`src/rtl/reg_scoreboard_pkg.sv`:
```
// Shared constants and types for the GPR write scoreboard.
// Sizes the tracking structures and names the read_type bit positions.
package reg_scoreboard_pkg;

   localparam int SB_MAX_INFLIGHT = 3;
   localparam int SB_NUM_GPR      = 32;
   localparam int RT_RS_BIT       = 0;
   localparam int RT_RT_BIT       = 1;

   typedef logic [4:0] gpr_idx_t;
   typedef logic [1:0] sb_cnt_t;

   // A simultaneous increment and decrement cancel out; both ends saturate.
   function automatic sb_cnt_t sb_cnt_next(input sb_cnt_t cur, input logic inc, input logic dec);
      sb_cnt_t nxt;
      nxt = cur;
      if (inc && !dec && (cur != 2'b11)) begin
         nxt = cur + 2'd1;
      end else if (dec && !inc && (cur != 2'b00)) begin
         nxt = cur - 2'd1;
      end
      return nxt;
   endfunction

endpackage

```
`src/rtl/reg_scoreboard_sb_counter.sv`:
```
// Per-GPR pending-write counter: 2-bit saturating up/down counter with
// a synchronous clear that wins over any count request.
module sb_counter
   import reg_scoreboard_pkg::*;
(
   input  logic    clk,
   input  logic    rst_n,
   input  logic    clr_in,
   input  logic    inc_in,
   input  logic    dec_in,
   output sb_cnt_t cnt_out
);

   sb_cnt_t cnt_q;
   sb_cnt_t cnt_d;

   always_comb begin
      cnt_d = sb_cnt_next(cnt_q, inc_in, dec_in);
      if (clr_in) begin
         cnt_d = '0;
      end
   end

   always_ff @(posedge clk or negedge rst_n) begin
      if (!rst_n) begin
         cnt_q <= '0;
      end else begin
         cnt_q <= cnt_d;
      end
   end

   assign cnt_out = cnt_q;

endmodule

```
`src/rtl/reg_scoreboard.sv`:
```
// Register scoreboard replacing the ID-stage comparator hazard check:
// counts uncommitted writes per GPR and tells ID when it may issue.
module reg_scoreboard
   import reg_scoreboard_pkg::*;
#(
   parameter int MAX_INFLIGHT = SB_MAX_INFLIGHT
)
(
   input  logic       clk,
   input  logic       rst_n,
   input  logic       issue_valid_in,
   input  logic       issue_wen_in,
   input  logic [4:0] issue_wnum_in,
   input  logic [4:0] rr1_in,
   input  logic [4:0] rr2_in,
   input  logic [1:0] read_type_in,
   input  logic       retire_valid_in,
   input  logic [4:0] retire_wnum_in,
   input  logic       flush_in,
   output logic       ready_out,
   output logic       busy1_out,
   output logic       busy2_out,
   output logic [1:0] inflight_out,
   output logic       err_out
);

   localparam logic [1:0] MAX_CNT = 2'(MAX_INFLIGHT);

   logic [SB_NUM_GPR-1:0][1:0] cnt_all;
   logic [1:0] inflight_q;
   logic [1:0] inflight_d;
   logic       err_q;
   logic       err_d;
   logic       inc_en;
   logic       dec_en;
   logic       retire_hits;

   // GPR0 is hardwired to zero pending writes, so it is never busy.
   assign cnt_all[0] = '0;

   genvar g;
   generate
      for (g = 1; g < SB_NUM_GPR; g++) begin : g_cnt
         sb_counter u_cnt (
            .clk     (clk),
            .rst_n   (rst_n),
            .clr_in  (flush_in),
            .inc_in  (inc_en && (issue_wnum_in == gpr_idx_t'(g))),
            .dec_in  (dec_en && (retire_wnum_in == gpr_idx_t'(g))),
            .cnt_out (cnt_all[g])
         );
      end
   endgenerate

   assign busy1_out = (cnt_all[rr1_in] != 2'b00);
   assign busy2_out = (cnt_all[rr2_in] != 2'b00);

   // A retire in the same cycle frees a slot, so a full scoreboard may still accept a writer.
   assign ready_out = !(read_type_in[RT_RS_BIT] && busy1_out)
                   && !(read_type_in[RT_RT_BIT] && busy2_out)
                   && !(issue_wen_in && (inflight_q == MAX_CNT) && !retire_valid_in);

   always_comb begin
      retire_hits = retire_valid_in && (retire_wnum_in != 5'd0);
      inc_en      = issue_valid_in && issue_wen_in && (issue_wnum_in != 5'd0) && ready_out;
      dec_en      = retire_hits && (cnt_all[retire_wnum_in] != 2'b00);

      inflight_d = inflight_q;
      if (flush_in) begin
         inflight_d = '0;
      end else if (inc_en && !dec_en && (inflight_q != MAX_CNT)) begin
         inflight_d = inflight_q + 2'd1;
      end else if (dec_en && !inc_en && (inflight_q != 2'd0)) begin
         inflight_d = inflight_q - 2'd1;
      end

      err_d = err_q
            || (issue_valid_in && !ready_out)
            || (retire_hits && (cnt_all[retire_wnum_in] == 2'b00));
   end

   always_ff @(posedge clk or negedge rst_n) begin
      if (!rst_n) begin
         inflight_q <= '0;
         err_q      <= 1'b0;
      end else begin
         inflight_q <= inflight_d;
         err_q      <= err_d;
      end
   end

   assign inflight_out = inflight_q;
   assign err_out      = err_q;

endmodule

```
`config.mk`:
```
export PLATFORM = sky130hd
export DESIGN_NAME = reg_scoreboard
export DESIGN_NICKNAME = d
export VERILOG_FILES = /design/src/rtl/reg_scoreboard_pkg.sv /design/src/rtl/reg_scoreboard_sb_counter.sv /design/src/rtl/reg_scoreboard.sv
export SDC_FILE = /design/constraint.sdc
export NUM_CORES = 1
export LEC_CHECK = 0
export CAP_MARGIN = 20
export CELL_PAD_IN_SITES_DETAIL_PLACEMENT = 1
export CELL_PAD_IN_SITES_GLOBAL_PLACEMENT = 2
export CORE_UTILIZATION = 38
export DETAILED_ROUTE_END_ITERATION = 10
export GPL_TIMING_DRIVEN = 0
export PLACE_DENSITY = 0.78
export RECOVER_POWER = 50
export SYNTH_ARGS = -nofsm -noshare
export SYNTH_HDL_FRONTEND = slang
export SYNTH_HIERARCHICAL = 1
export SYNTH_SLANG_ARGS = --single-unit
```
`constraint.sdc`:
```
create_clock -name clk -period 4.3 [get_ports clk]
set_input_delay 1.29 -clock clk [delete_from_list [all_inputs] [get_ports clk]]
set_output_delay 1.29 -clock clk [all_outputs]
set_load 0.05 [all_outputs]
```
==> results of run 1 <==
[report_power, final]
part | switching [mW] | leakage [nW] | total [mW] | internal (mW)
clock | 0.291 | 0.136 | 0.710 | 0.419
sequential | 0.00435 | 0.902 | 0.619 | 0.615
combinational | 0.201 | 1.34 | 0.291 | 0.0902
total | 0.496 | 2.38 | 1.62 | 1.12
[per-layer routing]
layer / track usage, % / vias up / wire, um
li1: - / 2490 / -
met1: 35.1 / 2794 / 8610
met2: 46.0 / 176 / 10000
met3: 3.83 / 43 / 983
met4: 13.1 / 0 / 679
met5: 0 / - / 0
[timing repair]
action | 4_1_cts | 5_1_grt
pin swaps | 2 | 3
endpoints found under the hold margin | 0 | 0
buffers inserted | 2 | 2
setup endpoints to repair | 65 | 65
resized for setup | 72 | 48
[cell families after synthesis]
group                  Yosys count  share of synthesized area [%]
and+or+nand+nor                347                           35.4
AOI/OAI and AO/OA              172                           25.5
DFF                             65                           29.0
buffers and inverters           35                           3.64
muxes                           18                           6.50
[path summary, 6_finish.rpt]
| kind | start | endpoint |
|---|---|---|
| max in group asynchronous | rst_n | g_cnt[2].u_cnt/cnt_out[0] |
| min | err_out | err_out |
| min reg2reg | err_out | err_out |
| max | rr1_in[0] | ready_out |
| max reg2reg | g_cnt[15].u_cnt/cnt_out[1] | g_cnt[29].u_cnt/cnt_out[0] |
| min in group asynchronous | rst_n | g_cnt[13].u_cnt/cnt_out[0] |
[worst min-delay path, delay by kind of cell (launching register included)]
| family | cells | cell delay [ps] |
|---|---|---|
| AOI/OAI and AO/OA | 1 | 60 |
| DFF | 1 | 350 |
| and+or+nand+nor | 1 | 50 |
[cell usage after synthesis (3+ instances only)]
cell type and instances:
a211oi_1 3, a21oi_1 38, a221oi_2 31, buf_1 7, buf_2 8, buf_6 7
dfrtp_1 65, inv_1 6, mux2i_1 3, mux4_2 12, nand2_1 43, nand2b_1 40
nand2b_2 31, nand3_1 4, nand3b_1 31, nor2_1 71, nor2b_1 33, nor3_1 50
nor4_1 20, nor4b_1 6, o21ai_0 39, o21ai_2 31, o31ai_1 4, or2_2 3
or3_1 4
[flip-flops by register name, summed over array words and instances, names as in the netlist]
signal and flops:
err_out 1, inflight_out 2, g_cnt.u_cnt/cnt_out 62
[stage by stage]
step                      instance area [um^2]  setup slack (ps)
final                                     6880              34.6
after floorplan                           5610             -7.22
after global placement                    6110             -1270
after CTS                                 6640              -158
after global routing                      6880             -15.0
after detailed placement                  6150             -1230
[cell type report]
cell class	count	area (um^2)	area share, %
Timing Repair Buffer	33	319	4.64
Clock buffer	13	260	3.78
Inverter	7	26.3	0.382
Multi-Input combinational cell	537	4210	61.2
Clock inverter	2	13.8	0.200
Buffer	27	195	2.84
Sequential cell	65	1630	23.7
Tap cell	184	230	3.35
==> results.tsv, run 1 <==
stage	metric	value	unit
timing	Slew HR	-15.3	%
floorplan	Initial Util	38.7	%
worst_setup_path	Crit. path cell count	7	
placed_design	post-DP HPWL	14100	um
synth	Seq/Total Area, Yosys	29.0	%
final_layout	commonest non-fill, non-tap cells in the layout	nor2_1, dfrtp_1, nand2_1, nand2b_1, o21ai_0	
synth	Net Count, Synth	665	
grt	largest net degree at the start of global routing	68	
worst_setup_path	Slowest cell on crit path	mux4_2	
power_and_ir_drop	Leakage	2.38	nW
timing	clk_skew	9.48	ps
synth	Synth Instances	637	
worst_setup_path	crit path DAT	2980	ps
timing	endpoints failing setup	0	
timing	max-slew violation count	30	
final_layout	most common cell after layout, fill and taps aside	nor2_1	
timing	setup TNS	0	ps
worst_setup_path	CP Max Fanout	5	
worst_setup_path	CP startpoint kind	input pin	
worst_hold_path	Hold Path Stages	2	
route	Pre-Repair DR Iteration Count	5	
power_and_ir_drop	PwrDens	236	nW/um^2
timing	Slew @ Worst Pin	1730	ps
route	drt total wl	20300	um
route	Vias	5503	
synth	Async S/R FF share, synth	100	%
synth	top cell type's share of synthesized area	29.0	%
worst_setup_path	Crit Path Category	input pin to output pin	
floorplan	die area	15200	um^2
synth	Synth Warn #	6	
worst_setup_path	Worst Setup End Kind	output pin	
power_and_ir_drop	Power Total	1.62	mW
grt	first-pass GRT wire length	30900	um
synth	Most used DFF post-synth	dfrtp_1	
outcome	failing checks	max-capacitance violations, max-slew violations	
grt	All-Layer GR Usage	27.6	%
synth	top cells by area in the synthesized netlist	dfrtp_1, a221oi_2, nand2b_2	
route	post-DR vias/cell	6.34	
run	Max Cap Viol	1	
synth	biggest area consumer among synthesized cells	dfrtp_1	
floorplan	die height	123	um
clock_network	clock buffer depth	2	
placed_design	routability cong.	0.896	
floorplan	core area	14500	um^2
clock_network	Clock Sinks	65	
grt	initial antenna violation count	0	
route	Post-route DRC	0	
floorplan	Site Rows	44	
timing	min cycle time layout	4270	ps
placed_design	# placed instances	850	
worst_setup_path	WP data required	3010	ps
power_and_ir_drop	worst vdd ir	0.157	mV
floorplan	Die Wd	123	um
final_layout	share of cells above drive strength 1	30.7	%
clock_network	worst skew pair latency	350	ps
worst_setup_path	Worst Path Buf+Inv	2	
final_layout	Util after Layout	47.5	%
route	WL per Instance	23.4	um
clock_network	CTS tree	done	
synth	area of the mapped netlist	5600	um^2
final_layout	Ant. Diodes	0	
route	DRT iter0 DRCs	396	
timing	hold slack	493	ps
clock_network	CTS buffer count	9	
timing	maximum clock frequency	234	MHz
placed_design	input/output buffers	27	
grt	vias in the first global route	5504	
synth	synthesized area per cell	8.80	um^2
worst_setup_path	Worst path top cell family by delay	compound AO/OA/AOI/OAI gates	
synth	synth unique cells	63	
worst_setup_path	CP cell instances	clkbuf_4 -> mux4_2 -> and3_1 -> a311o_1 -> o21ai_4 -> a21oi_2 -> buf_6	
synth	Seq cells post-synth	65	
final_layout	area grow syn2layout	22.7	%
clock_network	H-tree depth	3	
grt	grt ovf	0	
worst_setup_path	R2R Setup Slk	940	ps
worst_hold_path	Hold Path Class	flip-flop to flip-flop	
outcome	outcome	finished, violations left	
timing	crit share post-route	99.2	%
clock_network	clk root buf	clkbuf_16	
floorplan	Top Ports	34	
worst_setup_path	reg2reg path depth	11	
synth	number of synthesized flops with an enable pin	0	
final_layout	NumNets Final	708	
final_layout	post-route insts no fill	868	
final_layout	filler cell count	1663	
clock_network	# hold bufs at CTS	0	
route	post-route ant nets	0	
timing	Final Hold Viols	0	
clock_network	clock-pin slew on the worst setup and hold paths	60	ps
worst_setup_path	max incr delay on CP	510	ps
Power figures use the tool's default switching activity.
==> inputs of run 2 (changes only) <==
==> constraint.sdc (replaced) <==
create_clock -name clk -period 4.7 [get_ports clk]
set_input_delay 1.41 -clock clk [delete_from_list [all_inputs] [get_ports clk]]
set_output_delay 1.41 -clock clk [all_outputs]
set_load 0.05 [all_outputs]
==> results.tsv, run 2 (same netlist as run 1, synthesis figures left out) <==
stage	metric	value	unit	change
outcome	outcome	finished, violations left		
outcome	failing checks	max-capacitance violations, max-slew violations		
route	Post-route DRC	0		unchanged
worst_setup_path	Worst Setup End Kind	output pin		
worst_setup_path	WP data required	3290	ps	+280 ps
power_and_ir_drop	PwrDens	216	nW/um^2	-8.1%
grt	All-Layer GR Usage	27.5	%	-0.097 points
final_layout	filler cell count	1690		+1.6%
timing	RSZ-0062 raised after global routing	yes		
clock_network	clock-pin slew on the worst setup and hold paths	50	ps	about the same
worst_setup_path	CP startpoint kind	input pin		
power_and_ir_drop	Power Total	1.44	mW	-11%
route	post-DR vias/cell	6.25		-1.4%
route	Vias	5424		-1.4%
timing	max-slew violation count	68		+130%
final_layout	NumNets Final	708		unchanged
grt	first-pass GRT wire length	31000	um	+0.33%
clock_network	CTS buffer count	9		unchanged
final_layout	share of cells above drive strength 1	29.1	%	-1.6 points
clock_network	H-tree depth	3		unchanged
placed_design	input/output buffers	27		unchanged
power_and_ir_drop	worst vdd ir	0.146	mV	-7.2%
route	Pre-Repair DR Iteration Count	5		unchanged
grt	initial antenna violation count	0		unchanged
timing	Slew HR	-26.9	%	-12 points
floorplan	Initial Util	38.7	%	unchanged
timing	Final Hold Viols	0		unchanged
grt	grt ovf	0		unchanged
clock_network	# hold bufs at CTS	0		unchanged
placed_design	routability cong.	0.925		+3.3%
floorplan	die height	123	um	unchanged
placed_design	post-DP HPWL	14300	um	+1.4%
placed_design	# placed instances	850		unchanged
final_layout	area grow syn2layout	18.9	%	
final_layout	post-route insts no fill	868		unchanged
clock_network	clk root buf	clkbuf_16		
timing	Slew @ Worst Pin	1900	ps	+171 ps
final_layout	most common cell after layout, fill and taps aside	nor2_1		
timing	min cycle time layout	4670	ps	
final_layout	final std cell area, no fill	6660	um^2	-3.1%
timing	crit share post-route	99.4	%	
floorplan	Top Ports	34		unchanged
worst_hold_path	Hold Path Class	flip-flop to flip-flop		
route	DRT iter0 DRCs	336		-15%
route	post-route ant nets	0		unchanged
timing	clk_skew	6.88	ps	-2.60 ps
worst_setup_path	crit path DAT	3260	ps	+280 ps
clock_network	clock buffer depth	2		unchanged
timing	endpoints failing setup	0		unchanged
placed_design	placed instance area	6150	um^2	-0.12%
grt	largest net degree at the start of global routing	49		-28%
floorplan	die area	15200	um^2	unchanged
clock_network	Clock Sinks	65		unchanged
grt	vias in the first global route	5576		+1.3%
route	drt total wl	19900	um	-1.9%
floorplan	core area	14500	um^2	unchanged
final_layout	commonest non-fill, non-tap cells in the layout	nor2_1, dfrtp_1, nand2_1, nand2b_1, o21ai_0		
run	Max Cap Viol	2		+1
floorplan	Site Rows	44		unchanged
floorplan	Die Wd	123	um	unchanged
final_layout	Ant. Diodes	0		unchanged
worst_setup_path	Crit Path Category	input pin to output pin		
worst_setup_path	CP Max Fanout	6		+1
route	WL per Instance	23.0	um	-1.9%
clock_network	worst skew pair latency	350	ps	about the same
timing	maximum clock frequency	214	MHz	
clock_network	CTS tree	done		
power_and_ir_drop	Leakage	2.20	nW	-7.4%
final_layout	max reg flops	62		unchanged
run 2: changes by cell type in the layout (fill, tap and decap cells not counted), moves of 2 or more:
cell	delta
o31ai_4	-2
nor3_2	+14
a311oi_2	-2
nor3_4	-14
clkdlybuf4s50_1	+3
buf_6	-4
buf_2	+4
a311oi_1	+2
nor4_4	-2
run 2: report_power, final:
part	switching, mW	leakage (nW)	internal [mW]	total, mW
logic	0.169	1.17	0.0747	0.244
clock network	0.264	0.128	0.367	0.631
registers	0.00386	0.902	0.562	0.566
run 2: through the flow:
| stage | TNS, ps | hold WS [ps] | util, % | worst slack (ps) |
|---|---|---|---|---|
| final | 0 | 491 | 46.0 | 28.1 |
| after global placement | -54150 | 471 | 42.2 | -962 |
| after floorplan | 0 | 534 | - | 15.9 |
| after CTS | -2230 | 511 | 44.8 | -119 |
| after global routing | -53.6 | 538 | 46.0 | -32.5 |
| after detailed placement | -27090 | 499 | 42.5 | -978 |
run 2: final timing paths:
kind | endpoint | cells after the start | slack (ps) | startpoint
setup / recovery | ready_out | 8 | 30 | rr2_in[4]
hold / removal | err_out | 2 | 490 | err_out
setup reg to reg | g_cnt[25].u_cnt/cnt_out[0] | 11 | 1310 | g_cnt[14].u_cnt/cnt_out[0]
hold reg to reg | err_out | 2 | 490 | err_out
max in group asynchronous | g_cnt[17].u_cnt/cnt_out[1] | 2 | 620 | rst_n
min in group asynchronous | g_cnt[13].u_cnt/cnt_out[0] | 1 | 1490 | rst_n
run 2: metal layers:
layer | track usage [%] | up-vias | routed length, um
met5 | 0 | - | 0
met4 | 10.8 | 0 | 470
met3 | 4.61 | 34 | 966
met2 | 45.9 | 148 | 9700
met1 | 35.2 | 2767 | 8790
li1 | - | 2475 | -
run 2: worst max-delay path, stage by stage:
cell and delay [ps]:
clkdlybuf4s50_1 590, nor4_1 250, a21oi_1 70, o21ai_0 140, a32o_1 280, o221ai_2 120
a21oi_1 170, buf_4 230
run 2: what timing repair did:
| action | CTS | global route |
|---|---|---|
| gates resized for setup | 32 | 44 |
| endpoints found under the setup margin | 58 | 65 |
| endpoints found under the hold margin | 0 | 0 |
| pin swaps | 2 | 0 |
| setup buffers | 4 | 0 |
run 2: cell type report:
type | instances | area (um^2) | area share, %
clock buffers | 12 | 246 | 3.70
plain buffers | 27 | 179 | 2.69
inverters | 7 | 26.3 | 0.394
well taps | 184 | 230 | 3.46
clock inverters | 3 | 17.5 | 0.263
repair buffers | 33 | 310 | 4.66
flip-flops and latches | 65 | 1630 | 24.4
multi-input cells | 537 | 4030 | 60.4
